==> src/rtl/scrambler_pkg.sv <==
// Shared constants and LFSR step function for the additive scrambler.
// Optional runtime seed load is enabled by defining LFSR_SEED_LOAD_EN.
package scrambler_pkg;

   localparam int         LFSR_MAX_W  = 32;
   localparam logic [6:0] PRBS7_POLY  = 7'h60;
   localparam logic [6:0] PRBS7_SEED  = 7'h7F;
   localparam logic [14:0] PRBS15_POLY = 15'h6000;
   localparam logic [14:0] PRBS15_SEED = 15'h7FFF;

   // Fibonacci step: feedback enters at bit 0 and is also the keystream bit.
   function automatic logic [LFSR_MAX_W-1:0] lfsr_step(
      input logic [LFSR_MAX_W-1:0] s,
      input logic [LFSR_MAX_W-1:0] poly,
      input int                    w
   );
      logic [LFSR_MAX_W-1:0] m;
      logic                  fb;
      m  = (w >= LFSR_MAX_W) ? '1 : ((32'd1 << w) - 32'd1);
      fb = ^(s & poly);
      return ((s << 1) | {{(LFSR_MAX_W-1){1'b0}}, fb}) & m;
   endfunction

endpackage

==> src/rtl/lfsr_scrambler_lfsr_next.sv <==
// Combinational N-step LFSR advance producing the per-beat keystream.
// Optional runtime seed load (in the top) is enabled by LFSR_SEED_LOAD_EN.
module lfsr_next
   import scrambler_pkg::*;
#(
   parameter int                LFSR_W = 7,
   parameter logic [LFSR_W-1:0] POLY   = PRBS7_POLY,
   parameter int                N      = 8
) (
   input  logic [LFSR_W-1:0] s_in,
   output logic [LFSR_W-1:0] s_out,
   output logic [N-1:0]      k
);

   logic [LFSR_W-1:0] w_v;

   always_comb begin
      w_v = s_in;
      k   = '0;
      for (int i = 0; i < N; i++) begin
         w_v  = LFSR_W'(lfsr_step(32'(w_v), 32'(POLY), LFSR_W));
         k[i] = w_v[0];
      end
      s_out = w_v;
   end

endmodule

==> src/rtl/lfsr_scrambler.sv <==
// Additive XOR scrambler with registered output and valid/ready on both sides.
// Define LFSR_SEED_LOAD_EN to add the seed_ld/seed_val runtime seed port.
module lfsr_scrambler
   import scrambler_pkg::*;
#(
   parameter int                DATA_W = 8,
   parameter int                LFSR_W = 7,
   parameter logic [LFSR_W-1:0] POLY   = PRBS7_POLY,
   parameter logic [LFSR_W-1:0] SEED   = PRBS7_SEED
) (
   input  logic              clk,
   input  logic              rst_n,
   input  logic              en,
   input  logic              sync,
   input  logic              in_valid,
   output logic              in_ready,
   input  logic [DATA_W-1:0] in_data,
`ifdef LFSR_SEED_LOAD_EN
   input  logic              seed_ld,
   input  logic [LFSR_W-1:0] seed_val,
`endif
   output logic              out_valid,
   input  logic              out_ready,
   output logic [DATA_W-1:0] out_data
);

   logic [LFSR_W-1:0] r_state;
   logic              r_valid;
   logic [DATA_W-1:0] r_data;

   logic              w_acc;
   logic [LFSR_W-1:0] w_start;
   logic [LFSR_W-1:0] w_adv;
   logic [LFSR_W-1:0] w_nxt;
   logic [LFSR_W-1:0] w_nxt_g;
   logic [DATA_W-1:0] w_k;

   assign in_ready  = !r_valid || out_ready;
   assign w_acc     = in_valid && in_ready;
   assign w_start   = sync ? SEED : r_state;
   assign w_nxt     = en ? w_adv : w_start;
   assign w_nxt_g   = (w_nxt == '0) ? SEED : w_nxt;
   assign out_valid = r_valid;
   assign out_data  = r_data;

   lfsr_next #(
      .LFSR_W (LFSR_W),
      .POLY   (POLY),
      .N      (DATA_W)
   ) u_next (
      .s_in  (w_start),
      .s_out (w_adv),
      .k     (w_k)
   );

   always_ff @(posedge clk or negedge rst_n) begin
      if (!rst_n) begin
         r_state <= SEED;
         r_valid <= 1'b0;
         r_data  <= '0;
      end else begin
         if (w_acc) begin
            r_data  <= in_data ^ (en ? w_k : '0);
            r_valid <= 1'b1;
            r_state <= w_nxt_g;
         end else if (out_ready) begin
            r_valid <= 1'b0;
         end
`ifdef LFSR_SEED_LOAD_EN
         // Runtime seed wins over the advance of a same-cycle beat.
         if (seed_ld) begin
            r_state <= (seed_val == '0) ? SEED : seed_val;
         end
`endif
      end
   end

endmodule
==> config.mk <==
export PLATFORM = sky130hd
export DESIGN_NAME = lfsr_scrambler
export DESIGN_NICKNAME = d
export VERILOG_FILES = /design/src/rtl/scrambler_pkg.sv /design/src/rtl/lfsr_scrambler_lfsr_next.sv /design/src/rtl/lfsr_scrambler.sv
export SDC_FILE = /design/constraint.sdc
export NUM_CORES = 1
export LEC_CHECK = 0
export ABC_AREA = 1
export CAP_MARGIN = 20
export CELL_PAD_IN_SITES_DETAIL_PLACEMENT = 2
export CELL_PAD_IN_SITES_GLOBAL_PLACEMENT = 2
export CORE_ASPECT_RATIO = 0.9
export CORE_MARGIN = 2
export CORE_UTILIZATION = 29
export DETAILED_ROUTE_END_ITERATION = 10
export MAX_ROUTING_LAYER = met4
export PLACE_DENSITY = 0.93
export SETUP_SLACK_MARGIN = 0.15
export SYNTH_ARGS = -nofsm -noshare
export SYNTH_HDL_FRONTEND = slang
export SYNTH_SLANG_ARGS = --single-unit
export TNS_END_PERCENT = 30
==> constraint.sdc <==
create_clock -name clk -period 3 [get_ports clk]
set_input_delay 0.6 -clock clk [delete_from_list [all_inputs] [get_ports clk]]
set_output_delay 0.6 -clock clk [all_outputs]
set_load 0.01 [all_outputs]
==> results_dict.tcl, run 1 <==
set metrics [dict create \
    status "finished clean" \
    drive_gt1_share_pct 19.0 \
    setup_slack_ns 0.658 \
    cp.buffers_inverters 3 \
    power.density_mw_per_mm2 577 \
    hold_violations 0 \
    clkTransAtPathRegs_ns 0.07 \
    slowest_delay_ns 0.55 \
    synth.distinct_cells 22 \
    grt_max_degree 19 \
    start_util_pct 30.1 \
    grt_use_total_pct 18.9 \
    synth_edf_count 0 \
    cts_resized 0 \
    final_area_mm2 0.00132 \
    async_flop_share_pct 100 \
    r2r_end "r_state[2]" \
    vdd_drop_max_mv 0.198 \
    slew_violations 0 \
    whs_ns 0.502 \
    leakage_nw 0.583 \
    synth-seq-cells 16 \
    dr.pass1.iters 2 \
    num_rows 20 \
    globalplace.congestion 0.802 \
    wl_per_cell_um 15.6 \
    antenna_found_initial 0 \
    syn_area_mm2 0.00101 \
    first_global_vias 1105 \
    crit_type "in2out" \
    post-route-min-period_ns 2.34 \
    syn-instance-count 135 \
    hold_class "reg2reg" \
    die_w_um 66.2 \
    vias 963 \
    nets 173 \
    synth_area_per_cell_um2 7.47 \
    max-slew-margin-rel_pct 47.9 \
    synth_most_common_cell "nand2_1" \
    cts_tree "yes" \
    timing.reg2reg.worst_path_depth 8 \
    grt_pass1_wl_mm 5.32 \
    post-place-ws_ns 0.575 \
    numCtsBuffers 3 \
    critPathLaunch "out_ready" \
    cpMaxStageDelayCell "clkdlybuf4s50_1" \
    clk-insertion-delay-late_ns 0.26 \
    cts-htree-levels 1 \
    root_buffer "clkbuf_8" \
    synth_seq_area_share_pct 40.6 \
    clock_path_buffers 2 \
    crit_fanout 3 \
    setup_tns_ns 0 \
    clkSinkCount 16 \
    max_freq_mhz 427 \
    ys_top_cells_by_area "dfrtp_1 22%, dfstp_2 18%, nand2_1 14%" \
    rr_startpoint "r_state[1]" \
    skew_ns 0.00228 \
    fin_crit_sh_pct 78.1 \
    synth_top_area_share_pct 22.3 \
    crit_top_cell "clkdlybuf4s50_1" \
    die_area_mm2 0.00397 \
    hold_end "out_data[0]" \
    synth-main-ff-cell "dfrtp_1" \
    yosys_warnings 0 \
    synth_commonest_cells "38 x nand2_1, 25 x nor2_1, 9 x dfrtp_1" \
    die-height_um 59.9 \
    pin_count 24 \
    power_mw 0.758 \
    diodes 0 \
    synth_nets 149 \
    ant_nets 0 \
    startpoint_type "input pin" \
    rsz0062_at_grt "no" \
    syn_to_final_growth_pct 30.4 \
    maxCapViolCount 0 \
    r2r_slack_ns 1.31 \
    dp_hpwl_mm 2.47 \
    overflow 0 \
    cts_setup_buffers 0 \
    worstHoldStart "out_data[0]" \
    setup_violations 0 \
    wl_mm 3.15 \
    tightestPinTransition_ns 0.780 \
    drcViolationCount 0 \
    path_cells "clkdlybuf4s50_1, inv_1, nand2_1, clkdlybuf4s50_1" \
    hold_path_depth 2 \
    drt_iter0_drc 30 \
    yosys.area.top_type "dfrtp_1" \
    place_area_mm2 0.00127 \
    arrival_ns 1.74 \
    via_per_inst 4.77 \
    crit_required_ns 2.40 \
    core_mm2 0.00335 \
    crit_family "buffers and inverters" \
    port_buffers 23 \
    cts_hold_buf 0 \
    cp-end-kind "output pin" \
]
==> registers in the layout, summed over array words and instances (netlist names) <==
name	cells
out_data	8
r_state	7
out_valid	1
==> layout by cell type (no fill, tap or decap), types with 2 or more instances in the layout <==
master and instances:
a21oi_1 5, nand2_2 5, clkbuf_8 3, nor2_2 2, xor2_1 7, o21ai_0 8
clkdlybuf4s50_1 23, nand3_1 2, a21oi_2 7, dfrtp_1 9, inv_1 8, nor2_4 2
nand2_1 38, dfstp_2 7, nor2_1 25
==> worst register-to-register path: stages (launching register included) <==
cell and delay, ns:
dfstp_2 0.59, nor2_1 0.08, nand2_1 0.08, nand2_1 0.07, a21oi_1 0.25, nand3_1 0.18
nor2_4 0.13, nand2_4 0.10, a21oi_2 0.14
==> area by class of cell <==
| class | instances | area, µm² |
|---|---|---|
| fillers | 386 | 2040 |
| multi-input cells | 105 | 534 |
| flip-flops and latches | 16 | 409 |
| repair buffers | 24 | 238 |
| well taps | 44 | 55.1 |
| clock buffers | 4 | 45.0 |
| inverters | 9 | 33.8 |
==> power breakdown <==
part / internal, mW / switching, mW / total, mW / leakage, nW
clock: 0.0946 / 0.0839 / 0.178 / 0.0228
sequential: 0.275 / 0.0386 / 0.313 / 0.182
combinational: 0.118 / 0.148 / 0.266 / 0.378
total: 0.487 / 0.271 / 0.758 / 0.583
==> logic make-up (layout without fill, tap and decap cells) <==
kind of cell | after synthesis | in the layout | synth area share [%]
and+or+nand+nor | 77 | 77 | 33.7
xor gates and xnor gates | 7 | 7 | 6.08
DFF | 16 | 16 | 40.6
buffers and inverters | 14 | 37 | 6.45
AOI/OAI and AO/OA | 21 | 21 | 13.2
==> stage by stage <==
| stage | utilization [%] | std cells |
|---|---|---|
| final | 39.2 | 202 |
| after global routing | 39.2 | 202 |
| after CTS | 39.2 | 202 |
| after detailed placement | 37.9 | 198 |
| after global placement | 37.9 | 198 |
| after floorplan | - | 135 |
==> worst max path at each step <==
| stage | endpoint | depth (start not counted) | slack (ns) |
|---|---|---|---|
| after detailed placement | r_state[1] | 7 | 0.58 |
| after global routing | in_ready | 4 | 0.60 |
| after global placement | r_state[1] | 7 | 0.67 |
| after floorplan | r_state[1] | 7 | 1.41 |
| after CTS | in_ready | 4 | 0.65 |
| final | in_ready | 4 | 0.66 |
==> routing by layer <==
| layer | part of all wire, % | track usage [%] | vias to the layer above |
|---|---|---|---|
| li1 | - | - | 464 |
| met1 | 45 | 22.1 | 473 |
| met2 | 51 | 33.4 | 22 |
| met3 | 2.6 | 2.82 | 4 |
| met4 | 1.2 | 6.12 | 0 |
| met5 | 0 | - | - |
Power figures use the tool's default switching activity.
==> inputs of run 2 (changes only) <==
Settings changed: CORE_UTILIZATION 29 to 24, PLACE_DENSITY 0.93 to 0.83.
Clock period 3 ns to 2.1 ns, I/O delays scaled along.
==> results_dict.tcl, run 2 (synthesis gave the netlist of run 1 again) <==
set metrics [dict create \
    clkPwrFrac_pct 25.6 \
    internal-power_mw 0.739 \
    wl_mm 2.91 \
    tightestPinTransition_ns 0.377 \
    drt_iter0_drc 9 \
    sw_frac_of_total_pct 34.0 \
    core_mm2 0.00405 \
    cts-htree-levels 1 \
    post-route-min-period_ns 1.72 \
    nets 177 \
    hold_class "in2async" \
    antenna_found_initial 0 \
    power.density_mw_per_mm2 816 \
    r2r_slack_ns 0.46 \
    grt_use_total_pct 14.6 \
    crit_type "in2reg" \
    max-slew-margin-rel_pct 74.8 \
    cp-end-kind "flop" \
    cts_tree "yes" \
    num_rows 22 \
    ant_nets 0 \
    p_sw_mw 0.381 \
    globalplace.congestion 0.719 \
    met3_usage_pct 1.69 \
    clkTransAtPathRegs_ns 0.07 \
    max_freq_mhz 581 \
    die_w_um 72.3 \
    rr_startpoint "r_state[5]" \
    dp_hpwl_mm 2.30 \
    numCtsBuffers 3 \
    final_area_mm2 0.00137 \
    grt_max_degree 19 \
    n_fill_cell 468 \
    clk-insertion-delay-late_ns 0.26 \
    slew_violations 0 \
    startpoint_type "input pin" \
    start_util_pct 24.9 \
    r2r_end "r_state[5]" \
    vdd_drop_max_mv 0.225 \
    crit_fanout 18 \
    top_usage_layer "met2" \
    vias 965 \
    met2_usage_pct 25.2 \
    die_area_mm2 0.00474 \
    wl_per_cell_um 13.9 \
    rsz0062_at_grt "no" \
    cts_hold_buf 0 \
    utilization_pct 34.0 \
    hold_violations 0 \
    drcViolationCount 0 \
    port_buffers 23 \
    first_global_vias 1107 \
    skew_ns 0.00251 \
    dr.pass1.iters 4 \
    place_area_mm2 0.00132 \
    diodes 0 \
    final_common_cell "nand2_1" \
    grt_pass1_wl_mm 5.19 \
    die-height_um 65.5 \
    met1_usage_pct 17.5 \
    mostFrequentLayoutCells "38 x nand2_1, 25 x nor2_1, 21 x clkdlybuf4s50_1" \
    root_buffer "clkbuf_8" \
    arrival_ns 1.92 \
    share_comb_of_total_power_pct 34.6 \
    maxCapViolCount 0 \
    status "finished clean" \
    largest_reg_flops 8 \
    crit_required_ns 2.29 \
    syn_to_final_growth_pct 36.2 \
    leakage_nw 0.622 \
    overflow 0 \
    drive_gt1_share_pct 21.6 \
    cts_setup_buffers 0 \
    clock_path_buffers 2 \
    clkSinkCount 16 \
    setup_violations 0 \
    via_per_inst 4.60 \
    fin_crit_sh_pct 82.0 \
    timing.reg2reg.worst_path_depth 8 \
    seq_power_share_pct 39.8 \
    pin_count 24 \
]
[run 2: cell types whose count changed in the layout (fill, tap and decap cells not counted)]
cell | previous run | this run
buf_12 | 0 | 1
buf_4 | 1 | 4
clkbuf_1 | 1 | 0
clkbuf_8 | 3 | 4
clkdlybuf4s50_1 | 23 | 21
dlygate4sd2_1 | 0 | 1
dlymetal6s2s_1 | 0 | 1
[run 2: final cells by class]
| cell class | count | area [µm²] | area share, % |
|---|---|---|---|
| Clock buffer | 4 | 55.1 | 4.01 |
| Inverter | 9 | 33.8 | 2.46 |
| Multi-Input combinational cell | 105 | 534 | 38.9 |
| Sequential cell | 16 | 409 | 29.8 |
| Tap cell | 48 | 60.1 | 4.37 |
| Timing Repair Buffer | 28 | 282 | 20.5 |
[run 2: per-layer routing]
metal / vias to the layer above / share of wire, %
li1: 474 / -
met1: 463 / 44
met4: 0 / 1.6
met3: 4 / 3.5
met2: 24 / 51
met5: - / 0
[run 2: worst max-delay path, cell delays in order]
cell             delay [ns]
clkdlybuf4s50_1        0.51
buf_12                 0.15
nor2_1                 0.06
a21oi_1                0.25
nand2_1                0.15
nor2_4                 0.14
nand2_4                0.10
a21oi_2                0.14
[run 2: worst max-delay path by stage]
stage               from     endpoint  slack (ns)
2_1_floorplan         en   r_state[1]        0.69
4_1_cts             sync   r_state[0]        0.14
5_1_grt        out_ready  out_data[6]        0.24
3_3_place_gp        sync   r_state[5]       -0.04
3_5_place_dp        sync   r_state[5]       -0.09
6_report              en   r_state[5]        0.38
[run 2: through the flow]
step                      TNS (ns)  power (mW)  std cells  hold slack, ns  worst slack [ns]
after floorplan                  0       0.662        135           0.124             0.693
final                            0        1.12        210           0.482             0.378
after global routing             0        1.20        210           0.503             0.241
after CTS                        0        1.14        210           0.499             0.142
after detailed placement    -0.609       0.847        206           0.489           -0.0949
after global placement      -0.134       0.823        206           0.466           -0.0362
[run 2: power by group through the flow]
stage	registers (mW)	clock network, mW	logic [mW]
floorplan	0.452	0	0.210
global placement	0.445	0	0.378
detailed placement	0.453	0	0.394
CTS	0.448	0.291	0.397
global route	0.459	0.305	0.440
finish	0.446	0.287	0.388
[run 2: timing repair]
| item | in CTS | in global routing |
|---|---|---|
| pin swaps | 0 | 0 |
| gates resized for setup | 1 | 1 |
| hold endpoints to repair | 0 | 0 |
| endpoints found under the setup margin | 3 | 8 |
